## config.mk

```make
export PLATFORM = sky130hd
export DESIGN_NAME = conv_loop_controller
export DESIGN_NICKNAME = d
export VERILOG_FILES = /design/src/rtl/conv_ctrl_pkg.sv /design/src/rtl/loop_counter.sv /design/src/rtl/conv_loop_controller.sv
export SDC_FILE = /design/constraint.sdc
export NUM_CORES = 1
export LEC_CHECK = 0
export ABC_CLOCK_PERIOD_IN_PS = 5800
export BUFFER_PORTS_ARGS = -buffer_cell sky130_fd_sc_hd__buf_4
export CAP_MARGIN = 15
export CORE_MARGIN = 3
export CORE_UTILIZATION = 50
export CTS_CLUSTER_SIZE = 10
export DETAILED_ROUTE_END_ITERATION = 8
export GPL_TIMING_DRIVEN = 1
export HOLD_SLACK_MARGIN = 0.1
export PLACE_DENSITY = 0.72
export SLEW_MARGIN = 20
export SYNTH_ARGS = -nofsm -noshare
export SYNTH_HDL_FRONTEND = slang
export SYNTH_SLANG_ARGS = --single-unit
```

## constraint.sdc

```tcl
create_clock -name clk -period 5.8 [get_ports clk]
set_clock_uncertainty 0.2 [all_clocks]
set_input_delay 0 -clock clk [delete_from_list [all_inputs] [get_ports clk]]
set_output_delay 0 -clock clk [all_outputs]
set_load 0.01 [all_outputs]
```

## src/rtl/conv_ctrl_pkg.sv

```systemverilog
// Shared types and width helpers for the convolution loop controller.
package conv_ctrl_pkg;

    typedef enum logic [1:0] {
        IDLE,
        RUN,
        FLUSH
    } ctrl_state_t;

    // Counter width for an extent; a single-value loop still needs one bit.
    function automatic int unsigned cnt_w(input int unsigned n);
        return (n <= 1) ? 1 : $clog2(n);
    endfunction

endpackage

```

## src/rtl/loop_counter.sv

```systemverilog
// One loop level: counts enabled steps and raises wrap on the step that returns it to 0.
module loop_counter
    import conv_ctrl_pkg::*;
#(
    parameter int unsigned MAX = 2
) (
    input  logic                   clk,
    input  logic                   arst,
    input  logic                   en,
    output logic [cnt_w(MAX)-1:0]  count,
    output logic                   wrap
);

    localparam int unsigned      W    = cnt_w(MAX);
    localparam logic [W-1:0]     LAST = W'(MAX - 1);

    assign wrap = en && (count == LAST);

    always_ff @(posedge clk or posedge arst) begin
        if (arst)
            count <= '0;
        else if (en)
            count <= (count == LAST) ? '0 : count + 1'b1;
    end

endmodule

```

## src/rtl/conv_loop_controller.sv

```systemverilog
// Sequences the y/x/ch_out/ky/kx/ch_in convolution loops over paired activation/weight beats.
module conv_loop_controller
    import conv_ctrl_pkg::*;
#(
    parameter int unsigned FEATURE_MAP_WIDTH  = 128,
    parameter int unsigned FEATURE_MAP_HEIGHT = 128,
    parameter int unsigned INPUT_NB_CHANNELS  = 2,
    parameter int unsigned OUTPUT_NB_CHANNELS = 16,
    parameter int unsigned KERNEL_SIZE        = 3
) (
    input  logic                                   clk,
    input  logic                                   arst,
    input  logic                                   start,
    output logic                                   running,
    input  logic                                   a_valid,
    input  logic                                   b_valid,
    input  logic                                   a_zero_flag,
    input  logic                                   b_zero_flag,
    output logic                                   a_ready,
    output logic                                   b_ready,
    output logic                                   acc_clear,
    output logic                                   mac_en,
    output logic                                   output_valid,
    output logic [cnt_w(FEATURE_MAP_WIDTH)-1:0]    output_x,
    output logic [cnt_w(FEATURE_MAP_HEIGHT)-1:0]   output_y,
    output logic [cnt_w(OUTPUT_NB_CHANNELS)-1:0]   output_ch
);

    ctrl_state_t state, state_next;
    logic        fire;

    logic [cnt_w(INPUT_NB_CHANNELS)-1:0]  ch_in;
    logic [cnt_w(KERNEL_SIZE)-1:0]        kx, ky;
    logic [cnt_w(OUTPUT_NB_CHANNELS)-1:0] ch_out;
    logic [cnt_w(FEATURE_MAP_WIDTH)-1:0]  x;
    logic [cnt_w(FEATURE_MAP_HEIGHT)-1:0] y;
    logic wrap_ch_in, wrap_kx, wrap_ky, wrap_ch_out, wrap_x, wrap_y;

    // Innermost first; each level steps only on the wrap of the one inside it.
    loop_counter #(.MAX(INPUT_NB_CHANNELS)) u_ch_in (
        .clk(clk), .arst(arst), .en(fire), .count(ch_in), .wrap(wrap_ch_in));
    loop_counter #(.MAX(KERNEL_SIZE)) u_kx (
        .clk(clk), .arst(arst), .en(wrap_ch_in), .count(kx), .wrap(wrap_kx));
    loop_counter #(.MAX(KERNEL_SIZE)) u_ky (
        .clk(clk), .arst(arst), .en(wrap_kx), .count(ky), .wrap(wrap_ky));
    loop_counter #(.MAX(OUTPUT_NB_CHANNELS)) u_ch_out (
        .clk(clk), .arst(arst), .en(wrap_ky), .count(ch_out), .wrap(wrap_ch_out));
    loop_counter #(.MAX(FEATURE_MAP_WIDTH)) u_x (
        .clk(clk), .arst(arst), .en(wrap_ch_out), .count(x), .wrap(wrap_x));
    loop_counter #(.MAX(FEATURE_MAP_HEIGHT)) u_y (
        .clk(clk), .arst(arst), .en(wrap_x), .count(y), .wrap(wrap_y));

    always_ff @(posedge clk or posedge arst) begin
        if (arst)
            state <= IDLE;
        else
            state <= state_next;
    end

    always_comb begin
        state_next = state;
        case (state)
            IDLE:    if (start)  state_next = RUN;
            RUN:     if (wrap_y) state_next = FLUSH;
            FLUSH:   state_next = IDLE;
            default: state_next = IDLE;
        endcase
    end

    always_comb begin
        running   = (state != IDLE);
        fire      = (state == RUN) && a_valid && b_valid;
        a_ready   = fire;
        b_ready   = fire;
        acc_clear = fire && (ch_in == '0) && (kx == '0) && (ky == '0);
        mac_en    = fire && !a_zero_flag && !b_zero_flag;
    end

    // wrap_ky marks the fire carrying the last term of the current output.
    always_ff @(posedge clk or posedge arst) begin
        if (arst) begin
            output_valid <= 1'b0;
            output_x     <= '0;
            output_y     <= '0;
            output_ch    <= '0;
        end else begin
            output_valid <= wrap_ky;
            if (wrap_ky) begin
                output_x  <= x;
                output_y  <= y;
                output_ch <= ch_out;
            end
        end
    end

endmodule

```

Yosys cells after proc, flatten, opt, wreduce, memory -nomap -nowiden
Index checks and enable logic that the tools add are counted.
{"block": "op_classes", "addsub": 6, "eq_ne": 8, "muxes": 9, "bitwise": 1, "reduce_logical": 20}
{"op": "7-bit by 1-bit adder with 7-bit output, second input constant", "n": 2}
{"op": "7-bit equality test, second input constant", "n": 2}
{"op": "7-bit 2-to-1 mux", "n": 2}
{"op": "1-bit logical AND", "n": 13}
{"op": "2-bit 2-to-1 mux", "n": 4}
{"op": "2-bit logical NOT", "n": 3}
{"op": "2-bit by 1-bit adder with 2-bit output, second input constant", "n": 2}
{"op": "4-bit by 1-bit adder with 4-bit output, second input constant", "n": 1}
{"op": "2-bit equality test, second input constant", "n": 2}
{"op": "4-bit equality test, second input constant", "n": 1}
{"op": "4-bit 2-to-1 mux", "n": 1}
{"op": "2-bit case mux with 2 select lines", "n": 1}
{"op": "2-bit by 1-bit equality test with 1-bit output, second input constant", "n": 1}
{"op": "1-bit logical NOT", "n": 2}
{"op": "2-bit by 1-bit inequality test with 1-bit output, second input constant", "n": 1}
{"op": "2-bit inequality test, second input constant", "n": 1}
{"op": "2-bit AND reduction", "n": 1}
{"op": "2-bit nonzero test", "n": 1}
{"op": "1-bit adder, second input constant", "n": 1}
{"op": "1-bit 2-to-1 mux", "n": 1}
{"op": "1-bit NOT", "n": 1}
{"block": "totals", "ff_bits": 44, "out_inout_bits": 24, "word_cells": 55}

Depth between registers and ports, before layout
{"block": "depth", "depth_word": 11, "ltp_mapped": 6}

Modules after synthesis
Synthesis repeated with hierarchy kept, for this count alone.
{"block": "unflattened", "hier_cells": 163, "area_unflattened_um2": 1966.9}
{"module": "conv_loop_controller", "instances": 1, "cells_per_inst": 53, "area_per_inst_um2": 829.5}
{"module": "loop_counter (u_x ...)", "instances": 2, "cells_per_inst": 33, "area_per_inst_um2": 354.1}
{"module": "loop_counter (u_kx ...)", "instances": 2, "cells_per_inst": 10, "area_per_inst_um2": 96.3}
{"module": "loop_counter (u_ch_out)", "instances": 1, "cells_per_inst": 20, "area_per_inst_um2": 191.4}
{"module": "loop_counter (u_ch_in)", "instances": 1, "cells_per_inst": 4, "area_per_inst_um2": 45.0}

Worst setup path before layout
OpenSTA, ideal clock, no wires.
{"block": "synth_path", "kind": "flip-flop to flip-flop", "from": "reg u_kx.count[0]", "to": "reg u_y.count[1]", "setup_time_ns": 0.125, "arrival_time_ns": 1.638, "required_time_ns": 5.475, "setup_slack_ns": 3.837, "path_stages_with_launch": 5, "cell_sequence": "dfrtp_1 nand4bb_4 or4_4 nor2_1 mux2_2"}
{"block": "synth_between", "elab_chain_len": 5}
{"item": "from (decl)", "line": "loop_counter.sv:10", "rtl": "output logic [cnt_w(MAX)-1:0] count,"}
{"item": "from (signal assigned)", "line": "loop_counter.sv:23", "rtl": "count <= (count == LAST) ? '0 : count + 1'b1;"}
{"item": "2-bit equality test", "line": "loop_counter.sv:17", "rtl": "assign wrap = en && (count == LAST);"}
{"item": "1-bit logical AND (4 in a row)", "line": "loop_counter.sv:17"}
{"item": "to (signal assigned)", "line": "loop_counter.sv:23"}
{"item": "to (decl)", "line": "loop_counter.sv:10"}
Every way passes these cells.
A chain may end at the register's enable or synchronous reset.

Worst setup path in the final report
{"block": "layout_path", "from": "reg state[1]", "to": "reg output_y[1]"}
{"block": "layout_between", "elab_chain_len": 6}
{"item": "from (decl)", "line": "conv_loop_controller.sv:29", "rtl": "ctrl_state_t state, state_next;"}
{"item": "from (signal assigned)", "line": "conv_loop_controller.sv:57", "rtl": "state <= state_next;"}
{"item": "2-bit by 1-bit equality test with 1-bit output", "line": "conv_loop_controller.sv:72", "rtl": "fire = (state == RUN) && a_valid && b_valid;"}
{"item": "1-bit logical AND (2 in a row)", "line": "conv_loop_controller.sv:72"}
{"item": "1-bit logical AND (3 in a row)", "line": "loop_counter.sv:17"}
{"item": "to (signal assigned)", "line": "conv_loop_controller.sv:90", "rtl": "output_y <= y;"}
{"item": "to (decl)", "line": "conv_loop_controller.sv:25", "rtl": "output logic [cnt_w(FEATURE_MAP_HEIGHT)-1:0] output_y,"}
Every way passes these cells.

==> results.toml <==
[timing]
maxSlewViolCount = 0
min_period_ps = 3120
hold_viol_final = 0
fmax_ghz = 0.321
grt_setup_unrepaired = "no"
min_period_over_period = 0.537
worstMarginPinSlew_ps = 995
relSlewSlack = 0.335
tns_ps = 0
finalSetupViolations = 0
finalWorstSetupSlack_ps = 2680

[critical_path]
cp.depth = 5
startpoint_type = "flop"
reg2reg_depth = 5
crit_buf_inv = 2
critical_path.max_fanout = 22
r2r-end = "output_y[1]$_DFFE_PP0N_"
reg2reg_slack_ps = 2680
critPathRequiredTime_ps = 5780
cpPeakStageDelay_ps = 740
path_cells = "nand4b_4 > dlygate4sd3_1 > inv_1 > nand3_1 > mux2_2"
path_delay_family = "simple AND/OR/NAND/NOR gates"
crit_slowest_cell = "nand3_1"
arrival_ps = 3090
path_class = "reg2reg"
reg2reg_from = "state[1]$_DFFE_PP0P_"
cp-end-kind = "flop"

[placed_design]
dp.cells = 232
gp_congestion = 0.742
io_buffers = 30
dp_hpwl_um = 2440
place_ws_ps = 3300

[synth]
synth_top_area_share = 0.556
ys_seq_area_frac = 0.556
syn_inst = 158
synthDistinctLibCells = 39
synth_most_common_cell = "dfrtp_1"
synth_top_area_cell = "dfrtp_1"
yosysWarnings = 0
synth_area_leaders = "dfrtp_1 56%, mux2_2 11%, xnor2_1 3.1%"
synth-async-reset-ratio = 1.00
ys.flop_type = "dfrtp_1"
synth_common_cells = "44 x dfrtp_1, 20 x mux2_2, 11 x nand2_1"
syn_area_um2 = 1980
avgSynthCellArea_um2 = 12.5
synth_edf_count = 0
syn_nets = 168
ys_ff_latch = 44

[floorplanning]
die_w_um = 69.0
rows = 22
core_um2 = 3740
fp.dieArea_um2 = 4760
num_io_pins = 31
die_h_um = 69.0
start_util = 0.529

[global_route]
grt_pass1_vias = 1297
overflow = 0
antenna_found_initial = 0
grt_usage = 0.174
grt_max_degree = 45
grt_pass1_wl_um = 5900

[clocking]
clockRootBuffer = "clkbuf_8"
cts_tree = "yes"
htreeDepth = 2
cts_max_path_buffers = 2
clock_latency_ps = 290
clk_pin_slew_ps = 80
cts_inserted_buffers = 5
clkSinkCount = 44

[cells_and_area]
fill_cells = 321
syn_to_final_growth_pct = 22.0
fin_util = 0.646
fin_cells = 247
num-nets-final = 208
drive_gt1_frac = 0.362
n_antenna_cell = 0

[drt]
vias = 1351
final_antenna_net_count = 0
wirelength_um = 3570
wl_per_cell_um = 14.5
drtIter0Drc = 60
drc = 0
firstDrtPassIters = 4
vias_per_cell = 5.47

[power]
total_power_mw = 0.659
p_leak_nw = 1.22
pwr-share-comb = 0.109
seq_power_share = 0.545
power_density_nw_per_um2 = 272
p_clk_frac = 0.346
swShare = 0.250
p_int_mw = 0.494
peakVddDrop_v = 0.000156
power.switching_mw = 0.164

[min_path]
hp-class = "in2async"

[status]
status = "finished clean"

[flow_run]
max_cap_viol_count = 0
-- tightest hold or removal path, cell delays in order --
cell and delay (ps):
dlygate4sd3_1 530, buf_4 130, inv_1 40, buf_4 440
-- cells by family (layout without fill, tap and decap cells) --
logic type | Yosys count | after routing | share of synthesized area
mux | 20 | 20 | 0.114
flops | 44 | 44 | 0.556
xor+xnor | 11 | 11 | 0.0486
buf+inv | 12 | 53 | 0.0303
simple gates | 56 | 56 | 0.189
compound gates | 12 | 12 | 0.0436
fa+ha+maj | 3 | 3 | 0.0189
-- layout make-up --
| type | instances | area, um^2 | share of cell area |
|---|---|---|---|
| clock buffers | 6 | 72.6 | 0.0300 |
| well taps | 48 | 60.1 | 0.0248 |
| multi-input cells | 102 | 821 | 0.339 |
| clock inverters | 2 | 35.0 | 0.0145 |
| inverters | 7 | 26.3 | 0.0109 |
| flip-flops and latches | 44 | 1100 | 0.455 |
| repair buffers | 38 | 303 | 0.125 |
-- metrics by stage --
step           hold WS, ps  area (um^2)
6_report               193         2420
5_1_grt                259         2420
4_1_cts                219         2420
3_5_place_dp         -13.6         2240
3_3_place_gp         -31.6         2240
2_1_floorplan         -149         1980
-- power groups by stage --
stage / logic (mW) / registers [mW] / clock network [mW]
after floorplan: 0.0513 / 0.357 / 0
after global placement: 0.0660 / 0.361 / 0
after detailed placement: 0.0686 / 0.365 / 0
after CTS: 0.0724 / 0.359 / 0.232
after global routing: 0.0811 / 0.363 / 0.245
final: 0.0720 / 0.359 / 0.228
-- how the worst max path moves through the flow --
stage,end,slack [ps],from
finish,output_y[1]$_DFFE_PP0N_,2680,state[1]$_DFFE_PP0P_
global placement,output_y[4]$_DFFE_PP0N_,3380,state[1]$_DFFE_PP0P_
floorplan,u_y.count[1]$_DFFE_PP0P_,3840,u_kx.count[0]$_DFFE_PP0N_
CTS,output_y[1]$_DFFE_PP0N_,2690,state[1]$_DFFE_PP0P_
detailed placement,u_ch_out.count[1]$_DFFE_PP0N_,3300,state[1]$_DFFE_PP0P_
global route,output_y[2]$_DFFE_PP0N_,2490,state[1]$_DFFE_PP0P_
-- registers in the layout, indices dropped and copies added, names as in the netlist --
signal          cells
u_ch_in.count       1
output_valid        1
u_y.count           7
u_ch_out.count      4
u_kx.count          2
output_y            7
output_x            7
u_ky.count          2
output_ch           4
u_x.count           7
state               2
-- placed cells by master, fill, tap and decap left out, types with 3 or more instances in the layout --
master	Yosys	routed
dlygate4sd3_1	0	7
buf_4	1	31
mux2_2	20	20
xnor2_1	7	7
nand2_1	11	11
ha_1	3	3
o21ai_0	4	4
nand4_1	8	8
nor2_1	6	6
inv_1	6	6
nand3_1	6	6
dfrtp_1	44	44
nor4_1	3	3
clkbuf_8	0	5
xor2_1	4	4
nor3_1	4	4
-- layer usage --
| layer | vias up | global-route usage | routed length, um |
|---|---|---|---|
| met2 | 34 | 0.292 | 1810 |
| met1 | 658 | 0.203 | 1520 |
| met5 | - | 0 | 0 |
| li1 | 651 | - | - |
| met3 | 8 | 0.0648 | 193 |
| met4 | 0 | 0.0633 | 57 |
-- what timing repair did --
action	CTS	global route
setup endpoints to repair	0	0
gates resized for setup	0	0
hold endpoints to repair	55	0
hold buffers	7	0
setup buffers	0	0
Note: power is estimated with default switching activity, not from simulation.
